`src/rtl/simple_ctrl_fsm_if.sv`:
```
// Signal bundle between the instruction-sequencing FSM and its datapath/memory.
// There is no valid/ready pair: i_run is a level qualifier, and every o_* strobe is a one-cycle pulse.
interface simple_ctrl_fsm_if;
    logic       i_run;
    logic [7:0] i_instr;
    logic       i_zero;
    logic       o_pc_en;
    logic       o_pc_set_;
    logic [3:0] o_pc_value;
    logic [7:0] o_ir;
    logic       o_ld_a;
    logic [1:0] o_alu_op;
    logic       o_ld_out;
    logic       o_halted;
    logic [2:0] o_state;

    modport slave (
        input  i_run, i_instr, i_zero,
        output o_pc_en, o_pc_set_, o_pc_value, o_ir, o_ld_a, o_alu_op,
               o_ld_out, o_halted, o_state
    );

    modport master (
        output i_run, i_instr, i_zero,
        input  o_pc_en, o_pc_set_, o_pc_value, o_ir, o_ld_a, o_alu_op,
               o_ld_out, o_halted, o_state
    );
endinterface

```
`src/rtl/simple_ctrl_fsm.sv`:
```
// Fetch/decode/execute sequencer for a tiny accumulator machine.
// Outputs decode from the registered state and instruction register; only JZ looks at a live input.
module simple_ctrl_fsm (
    input  logic                  i_clk,
    input  logic                  i_rst,
    simple_ctrl_fsm_if.slave      bus
);
    typedef enum logic [2:0] {
        ST_IDLE   = 3'd0,
        ST_FETCH  = 3'd1,
        ST_DECODE = 3'd2,
        ST_EXEC   = 3'd3,
        ST_HALT   = 3'd4
    } state_t;

    state_t     state;
    state_t     next_state;
    logic [7:0] ir;
    logic       pc_en;
    logic       pc_set_n;
    logic [3:0] pc_value;
    logic       ld_a;
    logic [1:0] alu_op;
    logic       ld_out;

    wire [3:0] opcode  = ir[7:4];
    wire [3:0] operand = ir[3:0];

    always_ff @(posedge i_clk) begin
        if (i_rst) begin
            state <= ST_IDLE;
            ir    <= 8'h00;
        end else begin
            state <= next_state;
            if (state == ST_FETCH) ir <= bus.i_instr;
        end
    end

    always_comb begin
        next_state = state;
        pc_en      = 1'b0;
        pc_set_n   = 1'b1;
        pc_value   = 4'h0;
        ld_a       = 1'b0;
        alu_op     = 2'b00;
        ld_out     = 1'b0;
        case (state)
            ST_IDLE:   if (bus.i_run) next_state = ST_FETCH;
            ST_FETCH:  next_state = ST_DECODE;
            ST_DECODE: next_state = ST_EXEC;
            ST_EXEC: begin
                // i_run is consulted only here, so a drop mid-instruction never aborts it
                next_state = bus.i_run ? ST_FETCH : ST_IDLE;
                case (opcode)
                    4'h1: begin ld_a = 1'b1; alu_op = 2'b00; pc_en = 1'b1; end
                    4'h2: begin ld_a = 1'b1; alu_op = 2'b01; pc_en = 1'b1; end
                    4'h3: begin ld_a = 1'b1; alu_op = 2'b10; pc_en = 1'b1; end
                    4'h4: begin pc_set_n = 1'b0; pc_value = operand; end
                    4'h5: begin
                        if (bus.i_zero) begin
                            pc_set_n = 1'b0;
                            pc_value = operand;
                        end else begin
                            pc_en = 1'b1;
                        end
                    end
                    4'h6: begin ld_out = 1'b1; pc_en = 1'b1; end
                    4'hF: next_state = ST_HALT;
                    default: pc_en = 1'b1;
                endcase
            end
            ST_HALT:   next_state = ST_HALT;
            default:   next_state = ST_IDLE;
        endcase
    end

    assign bus.o_pc_en    = pc_en;
    assign bus.o_pc_set_  = pc_set_n;
    assign bus.o_pc_value = pc_value;
    assign bus.o_ir       = ir;
    assign bus.o_ld_a     = ld_a;
    assign bus.o_alu_op   = alu_op;
    assign bus.o_ld_out   = ld_out;
    assign bus.o_halted   = (state == ST_HALT);
    assign bus.o_state    = state;
endmodule

```
`src/flat_wrapper.sv`:
```
// flat-port wrapper written by rule: the top's interface ports become plain ports
module simple_ctrl_fsm_flat 
  (i_clk, i_rst, bus_i_run, bus_i_instr, bus_i_zero, bus_o_pc_en, bus_o_pc_set_, bus_o_pc_value, bus_o_ir, bus_o_ld_a, bus_o_alu_op, bus_o_ld_out, bus_o_halted, bus_o_state);
  simple_ctrl_fsm_if bus_i ();
  input  logic i_clk;
  input  logic i_rst;
  input wire logic [$bits(bus_i.i_run)-1:0] bus_i_run;
  input wire logic [$bits(bus_i.i_instr)-1:0] bus_i_instr;
  input wire logic [$bits(bus_i.i_zero)-1:0] bus_i_zero;
  output wire logic [$bits(bus_i.o_pc_en)-1:0] bus_o_pc_en;
  output wire logic [$bits(bus_i.o_pc_set_)-1:0] bus_o_pc_set_;
  output wire logic [$bits(bus_i.o_pc_value)-1:0] bus_o_pc_value;
  output wire logic [$bits(bus_i.o_ir)-1:0] bus_o_ir;
  output wire logic [$bits(bus_i.o_ld_a)-1:0] bus_o_ld_a;
  output wire logic [$bits(bus_i.o_alu_op)-1:0] bus_o_alu_op;
  output wire logic [$bits(bus_i.o_ld_out)-1:0] bus_o_ld_out;
  output wire logic [$bits(bus_i.o_halted)-1:0] bus_o_halted;
  output wire logic [$bits(bus_i.o_state)-1:0] bus_o_state;
  assign bus_i.i_run = bus_i_run;
  assign bus_i.i_instr = bus_i_instr;
  assign bus_i.i_zero = bus_i_zero;
  assign bus_o_pc_en = bus_i.o_pc_en;
  assign bus_o_pc_set_ = bus_i.o_pc_set_;
  assign bus_o_pc_value = bus_i.o_pc_value;
  assign bus_o_ir = bus_i.o_ir;
  assign bus_o_ld_a = bus_i.o_ld_a;
  assign bus_o_alu_op = bus_i.o_alu_op;
  assign bus_o_ld_out = bus_i.o_ld_out;
  assign bus_o_halted = bus_i.o_halted;
  assign bus_o_state = bus_i.o_state;
  simple_ctrl_fsm u_core (.i_clk(i_clk), .i_rst(i_rst), .bus(bus_i));
endmodule
```
`config.mk`:
```
export PLATFORM = sky130hd
export DESIGN_NAME = simple_ctrl_fsm_flat
export DESIGN_NICKNAME = d
export VERILOG_FILES = /design/src/rtl/simple_ctrl_fsm_if.sv /design/src/rtl/simple_ctrl_fsm.sv /design/src/flat_wrapper.sv
export SDC_FILE = /design/constraint.sdc
export NUM_CORES = 1
export LEC_CHECK = 0
export CORE_MARGIN = 3
export CORE_UTILIZATION = 36
export CTS_BUF_LIST = sky130_fd_sc_hd__clkbuf_2
export CTS_CLUSTER_DIAMETER = 30
export DETAILED_ROUTE_END_ITERATION = 7
export GPL_ROUTABILITY_DRIVEN = 1
export PLACE_DENSITY = 0.77
export SYNTH_ARGS = -nofsm -noshare
export SYNTH_HDL_FRONTEND = slang
export SYNTH_SLANG_ARGS = --single-unit
```
`constraint.sdc`:
```
create_clock -name i_clk -period 1.1 [get_ports i_clk]
set_clock_uncertainty 0.05 [all_clocks]
set_input_delay 0.11 -clock i_clk [delete_from_list [all_inputs] [get_ports i_clk]]
set_output_delay 0.11 -clock i_clk [all_outputs]
set_load 0.005 [all_outputs]
```
Yosys cells after proc, flatten, opt, wreduce, memory -nomap -nowiden
Cells that the tools add are included.
{ "word_totals": {"wordCells": 35, "reg_bits": 11, "mem_bits_rw": 0, "memories": 0, "rom_bits": 0, "in_bits": 12, "latch_bits": 0} }
{ "op_classes": {"muxes": 18, "shifts": 0, "order_cmp": 0, "bitwise_logic": 0, "addsub": 0, "reduce_logical": 3, "n_eq_ne": 12, "multipliers": 0, "n_div": 0} }
{ "op_table": {"columns": ["cell", "count"], "rows": [
  ["$pmux 3 s5", 1],
  ["$eq 4x3->1 const B", 3],
  ["$eq 4x2->1 const B", 2],
  ["$mux 1", 8],
  ["$mux 4", 2],
  ["$pmux 4 s2", 1],
  ["$eq 3x2->1 const B", 2],
  ["$mux 3", 2],
  ["$eq 4x1->1 const B", 1],
  ["$eq 4x4->1 const B", 1],
  ["$pmux 1 s2", 2],
  ["$pmux 2 s2", 1],
  ["$eq 3x1->1 const B", 1],
  ["$eq 3x3->1 const B", 1],
  ["$logic_not 3->1", 1],
  ["$reduce_or 3->1", 1],
  ["$mux 2", 1],
  ["$ne 2x2->1 const B", 1],
  ["$reduce_or 2->1", 1]
]} }

Logic depth before layout (Yosys ltp)
{ "depth": {"ltp_word": 4, "depth_mapped": 4} }

Worst setup path after synthesis
OpenSTA, ideal clock, no wires.
{ "synth_timing": {"kind": "register to output", "startpoint": "reg u_core.ir[6], in the netlist u_core.bus.o_ir[6]", "endpoint": "out bus_o_pc_set_", "path_stages_with_launch": 3, "required_time_ps": 940, "n_path_buf": 0, "path_slack_ps": -212, "arrival_time_ps": 1152, "path_cell_list": "dfxtp_1 > or3b_4 > or3_1"} }
{ "synth_via": {"elab_chain_cells": 3, "elab_cells_between_ends": 4} }
{ "synth_lines": {"columns": ["element", "line_no", "rtl"], "rows": [
  ["start: declaration", "simple_ctrl_fsm.sv:18", "logic [7:0] ir;"],
  ["start signal: assignment", "simple_ctrl_fsm.sv:35", "if (state == ST_FETCH) ir <= bus.i_instr;"],
  ["$eq 4x3->1", "simple_ctrl_fsm.sv:54", "case (opcode)"],
  ["$pmux 1 s2 (*)", "simple_ctrl_fsm.sv:54", null],
  ["$mux 1 (*)", "simple_ctrl_fsm.sv:47", "case (state)"],
  ["end: declaration", "flat_wrapper.sv:11", "output wire logic [$bits(bus_i.o_pc_set_)-1:0] bus_o_pc_set_;"]
]} }
Mark *: on every way between the ends. The rest lies on a longest branch, timed or not.

Final worst setup path
{ "layout_timing": {"startpoint": "reg u_core.state[2], in the netlist u_core.bus.o_state[2]", "endpoint": "out bus_o_pc_set_"} }
{ "layout_via": {"elab_chain_cells": 2} }
{ "layout_lines": {"columns": ["element", "line_no", "rtl"], "rows": [
  ["start: declaration", "simple_ctrl_fsm.sv:16", "state_t state;"],
  ["start signal: assignment", "simple_ctrl_fsm.sv:34", "state <= next_state;"],
  ["$eq 3x2->1", "simple_ctrl_fsm.sv:47", null],
  ["$mux 1", "simple_ctrl_fsm.sv:47", null]
]} }
No other way between the ends.

==> metrics.txt <==
Post-Syn Instances 74; final critical delay including setup and external delays 1.68 ns; register share of total power 33.9%; clk sink count 11; slowest stage delay, CP 0.38 ns; register bit total from synthesis 11; routed length on met3 142 microns; TritonCTS clock tree built; die height 48.4 microns; setup repair after global routing missed its margin true; cell class contributing the biggest share of worst-path delay simple AND/OR/NAND/NOR gates; layout cells sized above 1 64.1%; number of cells on the worst reg-to-reg path 5; top routing layer in use met4; Async SR Flop Fraction 0%; effective utilization at floorplan 40.7%; Mean Syn Cell Area 8.76 sq um; worst hold margin 0.345 ns; crit path setup slack, layout -0.583 ns; Clk Tree Root Cell clkbuf_2; slowest library cell on the worst path or3_4; reg-to-reg slack, setup -0.26 ns; clock transition at the registers of the reported paths 0.13 ns; reg-to-reg endpoint u_core.bus.o_state[2]; total routed wire length on the met1 layer 1.20 mm; number of antenna violations at the first check in global routing 0; share of the synthesized area in the top cell type 34.0%; worst path cell trace nand3b_1 > buf_6 > or3_4 > buf_6; Initial DRC Count 12; Placed Cells incl. Taps 148; switching pwr 0.491 mW; Critical Path End bus_o_pc_set_; logic gate share of total power 49.2%; category of the worst setup path capture point output pin; violations in the final reports negative setup slack; number of flops mapped to enable cells by yosys 0; worst relative slew slack 55.3%; global-route wire length before repair 4.26 mm; power density cells 984 nW/um^2; post-synthesis cell area 648 sq um; site row count 14; global routing usage summed across all routing layers 23.1%; upper clock frequency limit 0.594 GHz; portion of total power attributed to the clock network 16.9%; post-synth top area cell dfxtp_1; Met2 Wirelength 1.43 mm; Filler cells 65; DRT Wirelength 2.90 mm; adder-cell area share of the yosys netlist 0%; most repeated library cell on the critical path buf_6; internal power component 0.932 mW; origin of the critical flop-to-flop path u_core.bus.o_state[2]; standard cell core area 1590 sq um; fin cells 166; die area 2350 sq um; number of max-slew violations in the final report 0; clock latency reported for the late side of the worst-skew pair 0.27 ns; n_diodes 0; drt via density 5.15; post-synthesis mux area share 12.4%; total count of hold-check failures in the final report 0; Via Count 855; max-capacitance violation count 0; YS warnings 0; vias in the first global route 861; library cell with the highest instance count after synthesis nand2b_1; WP data required 0.94 ns; overall overflow remaining after global route 0; crit path DAT 1.52 ns; total clock buffers created by CTS 3; die extent in x 48.4 microns; type of the setup path with the least slack reg2out; maximum fanout count along the critical path 5; Post-DRT Antenna Nets 0; Leak 0.615 nW; number of distinct library cells after synthesis 25; number of buffers on the longest clock path 2; share of the clock period used by the worst path after layout 153%; Worst Max-Slew Pin Slew 0.669 ns; Finish-stage setup viols 26; most common flop cell mapped by yosys dfxtp_1; source of the critical timing path u_core.bus.o_state[2]; maximum number of pins on one net before global-route repair 11; basic-gate share of the synthesized area counting and, or, nand and nor cells 40.9%; area added between synthesis and finish 123%; Setup WS pre-CTS -0.633 ns; most area-consuming cells after synthesis dfxtp_1 34%, nand2b_1 15%, mux2i_1 12%, nor4_1 6.8%, inv_1 3.5%; XOR/XNOR share of the synthesized area 1.35%; path type of the worst min-delay path in2reg; Port Buf Inserts 33; I/O pin count 34; Final nets 155; Worst setup SP type register; final RePlAce weighted congestion 0.763; H-Tree Depth 1; combinational family with the most area after synthesis simple AND/OR/NAND/NOR gates; number of buffer and inverter stages on the critical path 2; leading post-synthesis cells by instance count 16 x nand2b_1, 11 x dfxtp_1, 8 x mux2i_1; Compound-Gate Fraction of Synth Area 5.21%; count of cell instances traversed by the critical path 4; Pre-Repair DR Iteration Count 4; switching part of the total 34.5%; DRC violation count after routing 0; peak ir drop on the vdd network 0.892 mV; post-synthesis sequential area ratio 34.0%; number of buffers inserted by hold repair at cts 0; total nets after synthesis 86; Detail Placement HPWL 1.57 mm; run status finished with violations; per-cell routed wire length 17.4 microns
==> sequential cells by signal, summed over array words and instances (netlist names) <==
signal and flops:
u_core.bus.o_ir 8, u_core.bus.o_state 3
==> routing by layer <==
layer / up-vias / GRT usage [%]
met5: - / 0
met3: 10 / 3.37
li1: 396 / -
met1: 408 / 27.6
met2: 41 / 41.3
met4: 0 / 9.00
==> layout by cell type (no fill, tap or decap), drive strengths merged, types with 2 or more instances in the layout <==
cell type,instances
dfxtp,11
or2b,2
nor4,7
nand2b,16
mux2i,8
nor3b,2
clkbuf,5
inv,6
buf,55
clkdlybuf4s50,11
nor2,3
==> cell type report <==
| cell class | count | area, sq um | share of cell area [%] |
|---|---|---|---|
| inverters | 6 | 22.5 | 1.56 |
| clock buffers | 3 | 15.0 | 1.04 |
| multi-input cells | 53 | 527 | 36.4 |
| clock inverters | 1 | 5.00 | 0.346 |
| flip-flops and latches | 11 | 234 | 16.2 |
| repair buffers | 68 | 613 | 42.4 |
| well taps | 24 | 30.0 | 2.08 |
==> per-stage QoR <==
| step | util, % | cell area (sq um) | power (mW) | setup TNS (ns) |
|---|---|---|---|---|
| after floorplan | - | 674 | 0.699 | -0.775 |
| after global placement | 73.2 | 1170 | 0.942 | -6.92 |
| after detailed placement | 73.2 | 1170 | 0.958 | -7.37 |
| after CTS | 82.2 | 1310 | 1.30 | -6.58 |
| after global routing | 90.7 | 1450 | 1.49 | -8.63 |
| final | 90.7 | 1450 | 1.42 | -7.25 |
==> timing repair <==
item                       in CTS  in global routing
setup buffers                  13                  9
pin swaps                       5                  7
resized for setup             113                 36
setup endpoints to repair      31                 29
==> cell families after synthesis <==
kind of cell    after synthesis
compound gates                4
buf+inv                      10
xor+xnor                      1
flops                        11
simple gates                 40
mux                           8
==> worst min-delay path, delay by kind of cell <==
family                 cells  cell delay, ns
multiplexers               1            0.07
buffers and inverters      1            0.40
AND/OR/NAND/NOR            1            0.07
==> how the worst min path moves through the flow <==
| stage | startpoint | endpoint | slack [ns] | depth (start not counted) |
|---|---|---|---|---|
| floorplan | bus_i_instr[6] | u_core.bus.o_ir[6] | 0.21 | 2 |
| global placement | u_core.bus.o_ir[4] | u_core.bus.o_ir[4] | 0.47 | 2 |
| detailed placement | u_core.bus.o_state[2] | u_core.bus.o_state[1] | 0.49 | 2 |
| CTS | bus_i_instr[1] | u_core.bus.o_ir[1] | 0.33 | 3 |
| global route | bus_i_instr[4] | u_core.bus.o_ir[4] | 0.35 | 3 |
| finish | bus_i_instr[4] | u_core.bus.o_ir[4] | 0.34 | 3 |
==> power groups by stage <==
stage,logic [mW],clock network [mW],registers (mW)
2_1_floorplan,0.190,0,0.509
4_1_cts,0.579,0.247,0.479
6_report,0.700,0.240,0.483
3_5_place_dp,0.477,0,0.481
5_1_grt,0.744,0.257,0.486
3_3_place_gp,0.464,0,0.478
No activity file was read; power rests on OpenSTA's default activity.
